## config.mk

```make
export PLATFORM = sky130hd
export DESIGN_NAME = axis_snoop_arbiter
export DESIGN_NICKNAME = d
export VERILOG_FILES = /design/src/rtl/axis_snoop_arbiter.sv
export SDC_FILE = /design/constraint.sdc
export NUM_CORES = 1
export LEC_CHECK = 0
export ABC_CLOCK_PERIOD_IN_PS = 2600
export BUFFER_PORTS_ARGS = -buffer_cell sky130_fd_sc_hd__buf_2
export CORE_MARGIN = 4
export CORE_UTILIZATION = 35
export CTS_CLUSTER_DIAMETER = 80
export DETAILED_ROUTE_END_ITERATION = 12
export PLACE_DENSITY = 0.78
export SLEW_MARGIN = 20
export SYNTH_ARGS = -nofsm -noshare
export SYNTH_HDL_FRONTEND = slang
export SYNTH_SLANG_ARGS = --single-unit
```

## constraint.sdc

```tcl
create_clock -name AXIS_ACLK -period 2.6 [get_ports AXIS_ACLK]
set_clock_uncertainty 0.2 [all_clocks]
set_input_delay 0.26 -clock AXIS_ACLK [delete_from_list [all_inputs] [get_ports AXIS_ACLK]]
set_output_delay 0.26 -clock AXIS_ACLK [all_outputs]
set_load 0.02 [all_outputs]
```

## src/rtl/axis_snoop_arbiter.sv

```systemverilog
// Packet-granular round-robin merge of NUM_CH AXI-stream snoop channels into one stream.
// Optional per-channel forwarded-packet counters are enabled with SNOOP_ARB_PKT_CNT_EN.
module axis_snoop_arbiter #(
    parameter int PORT_WIDTH = 8,
    parameter int NUM_CH     = 4
) (
    input  logic                           AXIS_ACLK,
    input  logic                           AXIS_ARESETN,
    input  logic [NUM_CH-1:0]              S_AXIS_TVALID,
    input  logic [NUM_CH*PORT_WIDTH-1:0]   S_AXIS_TDATA,
    input  logic [NUM_CH-1:0]              S_AXIS_TLAST,
    output logic [NUM_CH-1:0]              S_AXIS_TREADY,
    output logic                           M_AXIS_TVALID,
    output logic [PORT_WIDTH-1:0]          M_AXIS_TDATA,
    output logic                           M_AXIS_TLAST,
    output logic [$clog2(NUM_CH)-1:0]      M_AXIS_TUSER,
    input  logic                           M_AXIS_TREADY
`ifdef SNOOP_ARB_PKT_CNT_EN
    ,
    output logic [NUM_CH*32-1:0]           PKT_COUNT
`endif
);

    localparam int CH_W = $clog2(NUM_CH);

    typedef enum logic {
        IDLE = 1'b0,
        BUSY = 1'b1
    } state_t;

    state_t          state_reg, state_next;
    logic [CH_W-1:0] grant_reg, grant_next;
    logic [CH_W-1:0] last_reg,  last_next;

    logic [PORT_WIDTH-1:0] ch_data [NUM_CH];
    logic                  req_found;
    logic [CH_W-1:0]       req_sel;
    logic [CH_W-1:0]       rr_cand;
    logic                  pkt_done;

    genvar gi;
    generate
        for (gi = 0; gi < NUM_CH; gi++) begin : g_unpack
            assign ch_data[gi] = S_AXIS_TDATA[gi*PORT_WIDTH +: PORT_WIDTH];
        end
    endgenerate

    // Round-robin search starting just after the channel that last completed a packet.
    always_comb begin
        req_found = 1'b0;
        req_sel   = '0;
        rr_cand   = '0;
        for (int k = 1; k <= NUM_CH; k++) begin
            rr_cand = CH_W'((int'(last_reg) + k) % NUM_CH);
            if (!req_found && S_AXIS_TVALID[rr_cand]) begin
                req_found = 1'b1;
                req_sel   = rr_cand;
            end
        end
    end

    assign pkt_done = (state_reg == BUSY) && S_AXIS_TVALID[grant_reg]
                      && S_AXIS_TLAST[grant_reg] && M_AXIS_TREADY;

    always_ff @(posedge AXIS_ACLK or negedge AXIS_ARESETN) begin
        if (!AXIS_ARESETN) begin
            state_reg <= IDLE;
            grant_reg <= '0;
            last_reg  <= CH_W'(NUM_CH - 1);
        end else begin
            state_reg <= state_next;
            grant_reg <= grant_next;
            last_reg  <= last_next;
        end
    end

    always_comb begin
        state_next    = state_reg;
        grant_next    = grant_reg;
        last_next     = last_reg;
        S_AXIS_TREADY = '0;
        M_AXIS_TVALID = 1'b0;
        M_AXIS_TLAST  = 1'b0;
        M_AXIS_TDATA  = ch_data[grant_reg];
        case (state_reg)
            IDLE: begin
                if (req_found) begin
                    grant_next = req_sel;
                    state_next = BUSY;
                end
            end
            BUSY: begin
                // Pure passthrough of the granted channel; other channels see no ready.
                M_AXIS_TVALID            = S_AXIS_TVALID[grant_reg];
                M_AXIS_TLAST             = S_AXIS_TLAST[grant_reg];
                S_AXIS_TREADY[grant_reg] = M_AXIS_TREADY;
                if (pkt_done) begin
                    last_next  = grant_reg;
                    state_next = IDLE;
                end
            end
            default: state_next = IDLE;
        endcase
    end

    assign M_AXIS_TUSER = grant_reg;

`ifdef SNOOP_ARB_PKT_CNT_EN
    generate
        for (gi = 0; gi < NUM_CH; gi++) begin : g_cnt
            logic [31:0] cnt_reg;
            always_ff @(posedge AXIS_ACLK or negedge AXIS_ARESETN) begin
                if (!AXIS_ARESETN) begin
                    cnt_reg <= '0;
                end else if (pkt_done && (grant_reg == CH_W'(gi))) begin
                    cnt_reg <= cnt_reg + 32'd1;
                end
            end
            assign PKT_COUNT[gi*32 +: 32] = cnt_reg;
        end
    endgenerate
`endif

endmodule

```

==> flow_summary_export.csv, run 1 <==
group,metric,value,unit
synthesis,ys_warn_count,0,
grt,overflow,0,
sta,finalSetupViolCount,0,
clock_network,cts_root_buf,"clkbuf_4",
sta,finalHoldViolations,0,
power,p_per_area,1030,nW/um^2
sta,fmax,494,MHz
critical_path,r2r_cells,4,
synthesis,synth_cell_types,27,
synthesis,async_flop_share,100,%
clock_network,cts.sinks,5,
critical_path,end_kind,"output port",
sta,tightest_slew,0.313,ns
synthesis,yosysMostFrequentCell,"mux4_2",
sta,setup_ws,0.576,ns
die,rows,14,
grt,grt_pass1_vias,680,
die,fp.coreArea,1540,um^2
placed_design,dpl_worst_slack,0.823,ns
synthesis,synthTopCellsByArea,"mux4_2, dfrtp_1, dfstp_2",
critical_path,crit_path_max_incr_delay,0.53,ns
layout,drive_above_1_share,67.9,%
die,dieWidth,48.9,um
layout,fin_nets,156,
critical_path,cp.required,2.14,ns
layout,fin_util,59.5,%
critical_path,cp_top_family,"multiplexers",
grt,grt_first_pass_wirelength,2.92,mm
layout,fin_cells,128,
synthesis,synthTopCellsByCount,"mux4_2, nor2_1, dfrtp_1, nand2_1, nor3_1",
grt,antenna_found_initial,0,
placed_design,port_buffers,58,
layout,stdcell_area,917,um^2
clock_network,numCtsBuffers,3,
clock_network,cts-hold-fix-buffers,1,
clock_network,clock_latency,0.25,ns
synthesis,syn_area_per_cell,11.5,um^2
min_path,hp-class,"primary input to async pin",
synthesis,synth-edff-count,0,
critical_path,cp_max_fo,15,
synthesis,yosysTopAreaCellShare,38.4,%
critical_path,worst-path-buf-inv,2,
drt,wirelength,1.80,mm
critical_path,cp-start-kind,"flop",
placed_design,place.gp.congestion,0.821,
sta,fin_setup_tns,0,ns
critical_path,path_class,"flop to output port",
die,die-area,2400,um^2
synthesis,synth.largest_area_cell,"mux4_2",
die,die_height,48.9,um
clock_network,post_cts_buffers,0,
grt,grt_start_max_net_pins,16,
drt,vias,678,
synthesis,synth-seq-cells,5,
synthesis,ys_seq_area_share,21.7,%
layout,area_delta_synth_final,56.3,%
drt,remaining_drc_errors,0,
synthesis,syn_nets,94,
clock_network,ctsResizeCount,0,
critical_path,cp.arrival,1.56,ns
placed_design,dp_cells,123,
synthesis,postSynthCellCount,51,
clock_network,path_clk_slew,0.05,ns
sta,fin_crit_sh,77.9,%
sta,min_period,2.02,ns
placed_design,dpl_cell_area,881,um^2
layout,n_antenna_cell,0,
grt,track_usage,15.1,%
clock_network,cts_tree,"built",
drt,viasPerCell,5.30,
synthesis,syn_area,587,um^2
drt,drt-pass1-iter-count,4,
sta,finalMaxSlewViolations,0,
die,boundaryPins,59,
power,ir_drop,0.533,mV
drt,ant_nets,0,
critical_path,path_cells,"buf_4, mux4_2, buf_2",
power,p_leak,0.468,nW
critical_path,cp.depth,3,
die,initial_utilization,38.1,%
job,drv_cap,0,
outcome,status,"finished clean",
sta,rsz0062_at_grt,"no",
drt,initialDrtViolationCount,8,
critical_path,cp_slowest_cell,"mux4_2",
placed_design,hpwl,1.51,mm
sta,relSlewSlack,78.9,%
drt,post_drt_wl_per_cell,14.1,um
synthesis,ys.flop_type,"dfrtp_1",
clock_network,cts.htree.levels,1,
clock_network,cts.path.max_buffers,2,
## power breakdown
part           internal, W  switching [W]
registers         0.000125      0.0000439
clock network    0.0000583      0.0000365
logic             0.000319       0.000362
total             0.000502       0.000443
## final cells by class
class | count | area, um^2
sequential | 5 | 128
fill | 143 | 624
multi-input combinational | 40 | 420
timing repair buffer | 61 | 315
clock buffer | 4 | 26.3
tap | 16 | 20.0
inverter | 2 | 7.51
## path summary, 6_finish.rpt
path	from	end	slack (ns)
max in group asynchronous	AXIS_ARESETN	last_reg[0]$_DFFE_PN1P_	1.84
hold / removal	AXIS_ARESETN	M_AXIS_TUSER[1]$_DFFE_PN0P_	0.14
hold reg to reg	state_reg$_DFF_PN0_	M_AXIS_TUSER[1]$_DFFE_PN0P_	0.43
min in group AXIS_ACLK	S_AXIS_TVALID[2]	M_AXIS_TUSER[1]$_DFFE_PN0P_	0.15
setup / recovery	M_AXIS_TUSER[0]$_DFFE_PN0P_	M_AXIS_TDATA[5]	0.58
setup reg to reg	M_AXIS_TUSER[0]$_DFFE_PN0P_	last_reg[0]$_DFFE_PN1P_	0.88
## stage by stage
step / total power, W / hold WS [ns]
finish: 0.000944 / 0.144
global route: 0.00101 / 0.163
global placement: 0.000841 / -0.126
CTS: 0.000957 / 0.142
detailed placement: 0.000857 / -0.120
floorplan: 0.000677 / -0.236
## cell families after synthesis
kind of cell,after synthesis,synth area share [%]
multiplexers,13,43.9
flip-flops,5,21.7
AND/OR/NAND/NOR,20,19.4
buffers and inverters,6,6.61
AO/OA/AOI/OAI,7,8.32
## worst reg2reg max path: stages, from the launching register on
cell     delay [ns]
dfrtp_1        0.36
buf_4          0.25
mux4_2         0.35
nand4_2        0.15
mux2_1         0.34
## metal layers
metal	wire length [um]	track usage, %
met5	0	0
met4	21	5.38
met3	224	4.59
met2	908	27.4
met1	648	16.2
## cell usage in the layout (no fill, tap or decap), types with 2 or more instances in the layout
cell and count:
a21oi_1 2, and2_1 2, buf_2 58, buf_4 2, clkbuf_4 3, dfrtp_1 3
dfstp_2 2, inv_1 2, mux2_1 2, mux4_2 10, nand2_1 3, nor2_1 4
nor3_1 3
(Power assumes the default switching activity.)
==> run 2, diff against run 1 <==
--- a/config.mk
+++ b/config.mk
@@ -5,13 +5,14 @@
 export SDC_FILE = /design/constraint.sdc
 export NUM_CORES = 1
 export LEC_CHECK = 0
-export ABC_CLOCK_PERIOD_IN_PS = 2600
+export ABC_AREA = 1
+export ABC_CLOCK_PERIOD_IN_PS = 1840
 export BUFFER_PORTS_ARGS = -buffer_cell sky130_fd_sc_hd__buf_2
 export CORE_MARGIN = 4
 export CORE_UTILIZATION = 35
 export CTS_CLUSTER_DIAMETER = 80
 export DETAILED_ROUTE_END_ITERATION = 12
-export PLACE_DENSITY = 0.78
+export PLACE_DENSITY = 0.73
 export SLEW_MARGIN = 20
 export SYNTH_ARGS = -nofsm -noshare
 export SYNTH_HDL_FRONTEND = slang
==> constraint.sdc (replaced) <==
create_clock -name AXIS_ACLK -period 1.84 [get_ports AXIS_ACLK]
set_clock_uncertainty 0.2 [all_clocks]
set_input_delay 0.184 -clock AXIS_ACLK [delete_from_list [all_inputs] [get_ports AXIS_ACLK]]
set_output_delay 0.184 -clock AXIS_ACLK [all_outputs]
set_load 0.02 [all_outputs]
==> run 2 against run 1 <==
  * The run now ends with negative setup slack left
  * Final cell count is 95% higher
  * Sequential power is 68% higher
  * First-iteration DRC count rose to 6.3 times the previous value
  * Core utilization up 4.6 points
  * Count of clock-buffer cells in the layout did not move
  * Die area increased by 30%
  * Synthesized cell count rose to 2.7 times the previous value
  * Combinational power grew to 3.1 times the previous value
  * Routed wire length up 65%
  * Flip-flop and latch count unchanged
  * Worst setup slack worse by 0.59 ns
==> flow_summary_export.csv, run 2 <==
group,metric,value,unit
outcome,status,"complete, but fails checks",
outcome,violations,"negative setup slack",
die,dieWidth,55.7,um
synthesis,synth.largest_area_cell,"nand2_1",
die,initial_utilization,36.4,%
clock_network,cts.sinks,5,
synthesis,synthTopCellsByCount,"nand2_1, inv_1, a22oi_1, nand3_1, nand2_2",
sta,fin_crit_sh,101,%
synthesis,synth-seq-cells,5,
layout,drive_above_1_share,54.3,%
synthesis,syn_area,797,um^2
critical_path,path_cells,"inv_4, nand2_8, inv_6, nand2_2, nand2_1, a21oi_2, a21oi_2, buf_4",
sta,hold_slack,0.0789,ns
synthesis,synthTopCellsByArea,"nand2_1, a22oi_1, dfrtp_1",
critical_path,r2r_cells,10,
grt,grt_start_max_net_pins,10,
clock_network,cts_root_buf,"clkbuf_4",
grt,grt_first_pass_wirelength,4.40,mm
sta,finalSetupViolCount,2,
placed_design,place.gp.congestion,0.734,
power,ir_drop,1.07,mV
layout,fill_cells,212,
critical_path,cp-start-kind,"flop",
critical_path,crit_path_max_incr_delay,0.46,ns
grt,overflow,0,
drt,post_drt_wl_per_cell,12.0,um
drt,drt-pass1-iter-count,4,
placed_design,hpwl,2.16,mm
job,drv_cap,0,
die,die-area,3100,um^2
clock_network,cts.path.max_buffers,2,
synthesis,synth_cell_types,24,
drt,vias,1210,
synthesis,ys_seq_area_share,16.0,%
critical_path,cp_common_cell,"a21oi_2",
sta,relSlewSlack,84.6,%
synthesis,synth-edff-count,0,
critical_path,cp.arrival,1.47,ns
synthesis,ys.flop_type,"dfrtp_1",
synthesis,async_flop_share,100,%
critical_path,rrSetupSlack,0.07,ns
sta,tightest_slew,0.229,ns
synthesis,yosysTopAreaCellShare,29.7,%
placed_design,dp_cells,225,
synthesis,syn_nets,182,
critical_path,cp.required,1.46,ns
drt,wirelength,2.98,mm
synthesis,yosysMostFrequentCell,"nand2_1",
layout,n_antenna_cell,0,
sta,min_period,1.85,ns
placed_design,dpl_cell_area,1120,um^2
drt,initialDrtViolationCount,50,
power,p_leak,0.807,nW
grt,track_usage,17.0,%
die,die_height,55.7,um
sta,finalMaxSlewViolations,0,
sta,finalHoldViolations,0,
drt,viasPerCell,4.86,
layout,stdcell_area,1410,um^2
grt,grt_pass1_vias,1071,
power,p_per_area,1800,nW/um^2
critical_path,end_kind,"output port",
clock_network,numCtsBuffers,3,
placed_design,port_buffers,58,
synthesis,ys_warn_count,0,
grt,antenna_found_initial,0,
critical_path,worst-path-buf-inv,3,
layout,fin_util,64.1,%
critical_path,cp_top_family,"flip-flops",
drt,remaining_drc_errors,0,
synthesis,postSynthCellCount,139,
drt,ant_nets,0,
clock_network,cts.htree.levels,1,
clock_network,clock_latency,0.24,ns
critical_path,cp_slowest_cell,"dfrtp_2",
critical_path,cp_max_fo,5,
layout,fin_nets,265,
critical_path,cp.depth,8,
layout,fin_cells,249,
critical_path,path_class,"flop to output port",
sta,fmax,540,MHz
layout,area_delta_synth_final,76.3,%
synthesis,syn_area_per_cell,5.73,um^2
die,boundaryPins,59,
clock_network,cts_tree,"built",
layout,final_cell_mix,"nand2_1, buf_2, buf_4",
layout,final_common_cell,"nand2_1",
sta,setup_ws,-0.0122,ns
clock_network,path_clk_slew,0.04,ns
die,rows,17,
die,fp.coreArea,2190,um^2
min_path,hp-class,"primary input to async pin",
sta,rsz0062_at_grt,"yes",
## run 2: cell count changes after synthesis, moves of 6 or more
| cell | before | now |
|---|---|---|
| nand2_1 | 3 | 63 |
| a22oi_1 | 0 | 10 |
| mux4_2 | 10 | 0 |
| inv_1 | 2 | 11 |
| nand3_1 | 1 | 10 |
| nand2_2 | 0 | 6 |
## run 2: cell families after synthesis
family | count (synthesis) | share of synthesized area (%)
buf+inv | 19 | 11.5
compound gates | 21 | 18.4
flops | 5 | 16.0
simple gates | 94 | 54.2
## run 2: routing by layer
metal / routed length, um / share of wire, % / GRT usage [%] / vias to the layer above
li1: - / - / - / 617
met3: 123 / 4.1 / 3.94 / 0
met5: 0 / 0 / 0 / -
met2: 1630 / 55 / 29.4 / 30
met4: 0 / 0 / 4.51 / 0
met1: 1230 / 41 / 20.9 / 563
## run 2: report_power, final
group | leakage, nW | internal [W] | switching [W]
combinational | 0.739 | 0.000900 | 0.00123
sequential | 0.0534 | 0.000180 | 0.000103
clock | 0.0150 | 0.0000819 | 0.0000439
total | 0.807 | 0.00116 | 0.00137
## run 2: timing repair
action	CTS	global route
hold endpoints to repair	5	0
gates cloned	0	1
setup buffers	8	10
gates resized for setup	3	28
pin swaps	1	7
hold buffers	1	0
setup endpoints to repair	10	10
## run 2: worst paths after layout
kind                                        startpoint                     endpoint
setup / recovery           M_AXIS_TUSER[1]$_DFFE_PN0P_                 M_AXIS_TLAST
hold / removal                            AXIS_ARESETN  M_AXIS_TUSER[1]$_DFFE_PN0P_
setup reg to reg               last_reg[0]$_DFFE_PN1P_  M_AXIS_TUSER[0]$_DFFE_PN0P_
hold reg to reg                    state_reg$_DFF_PN0_          state_reg$_DFF_PN0_
max in group asynchronous                 AXIS_ARESETN      last_reg[1]$_DFFE_PN1P_
min in group AXIS_ACLK                 S_AXIS_TLAST[2]      last_reg[1]$_DFFE_PN1P_
## run 2: area by class of cell
| class | count | area (um^2) | share of cell area (%) |
|---|---|---|---|
| inverter | 16 | 70.1 | 4.99 |
| multi-input combinational | 115 | 666 | 47.4 |
| tap | 28 | 35.0 | 2.49 |
| sequential | 5 | 130 | 9.26 |
| timing repair inverter | 1 | 5.00 | 0.356 |
| timing repair buffer | 80 | 473 | 33.7 |
| clock buffer | 4 | 26.3 | 1.87 |
## run 2: stage by stage
stage	worst slack (ns)	total power, W	TNS, ns
global placement	0.0293	0.00180	0
global route	-0.0799	0.00275	-0.403
CTS	0.00147	0.00211	0
finish	-0.0122	0.00254	-0.0241
detailed placement	-0.0160	0.00184	-0.0160
floorplan	0.0485	0.00143	0
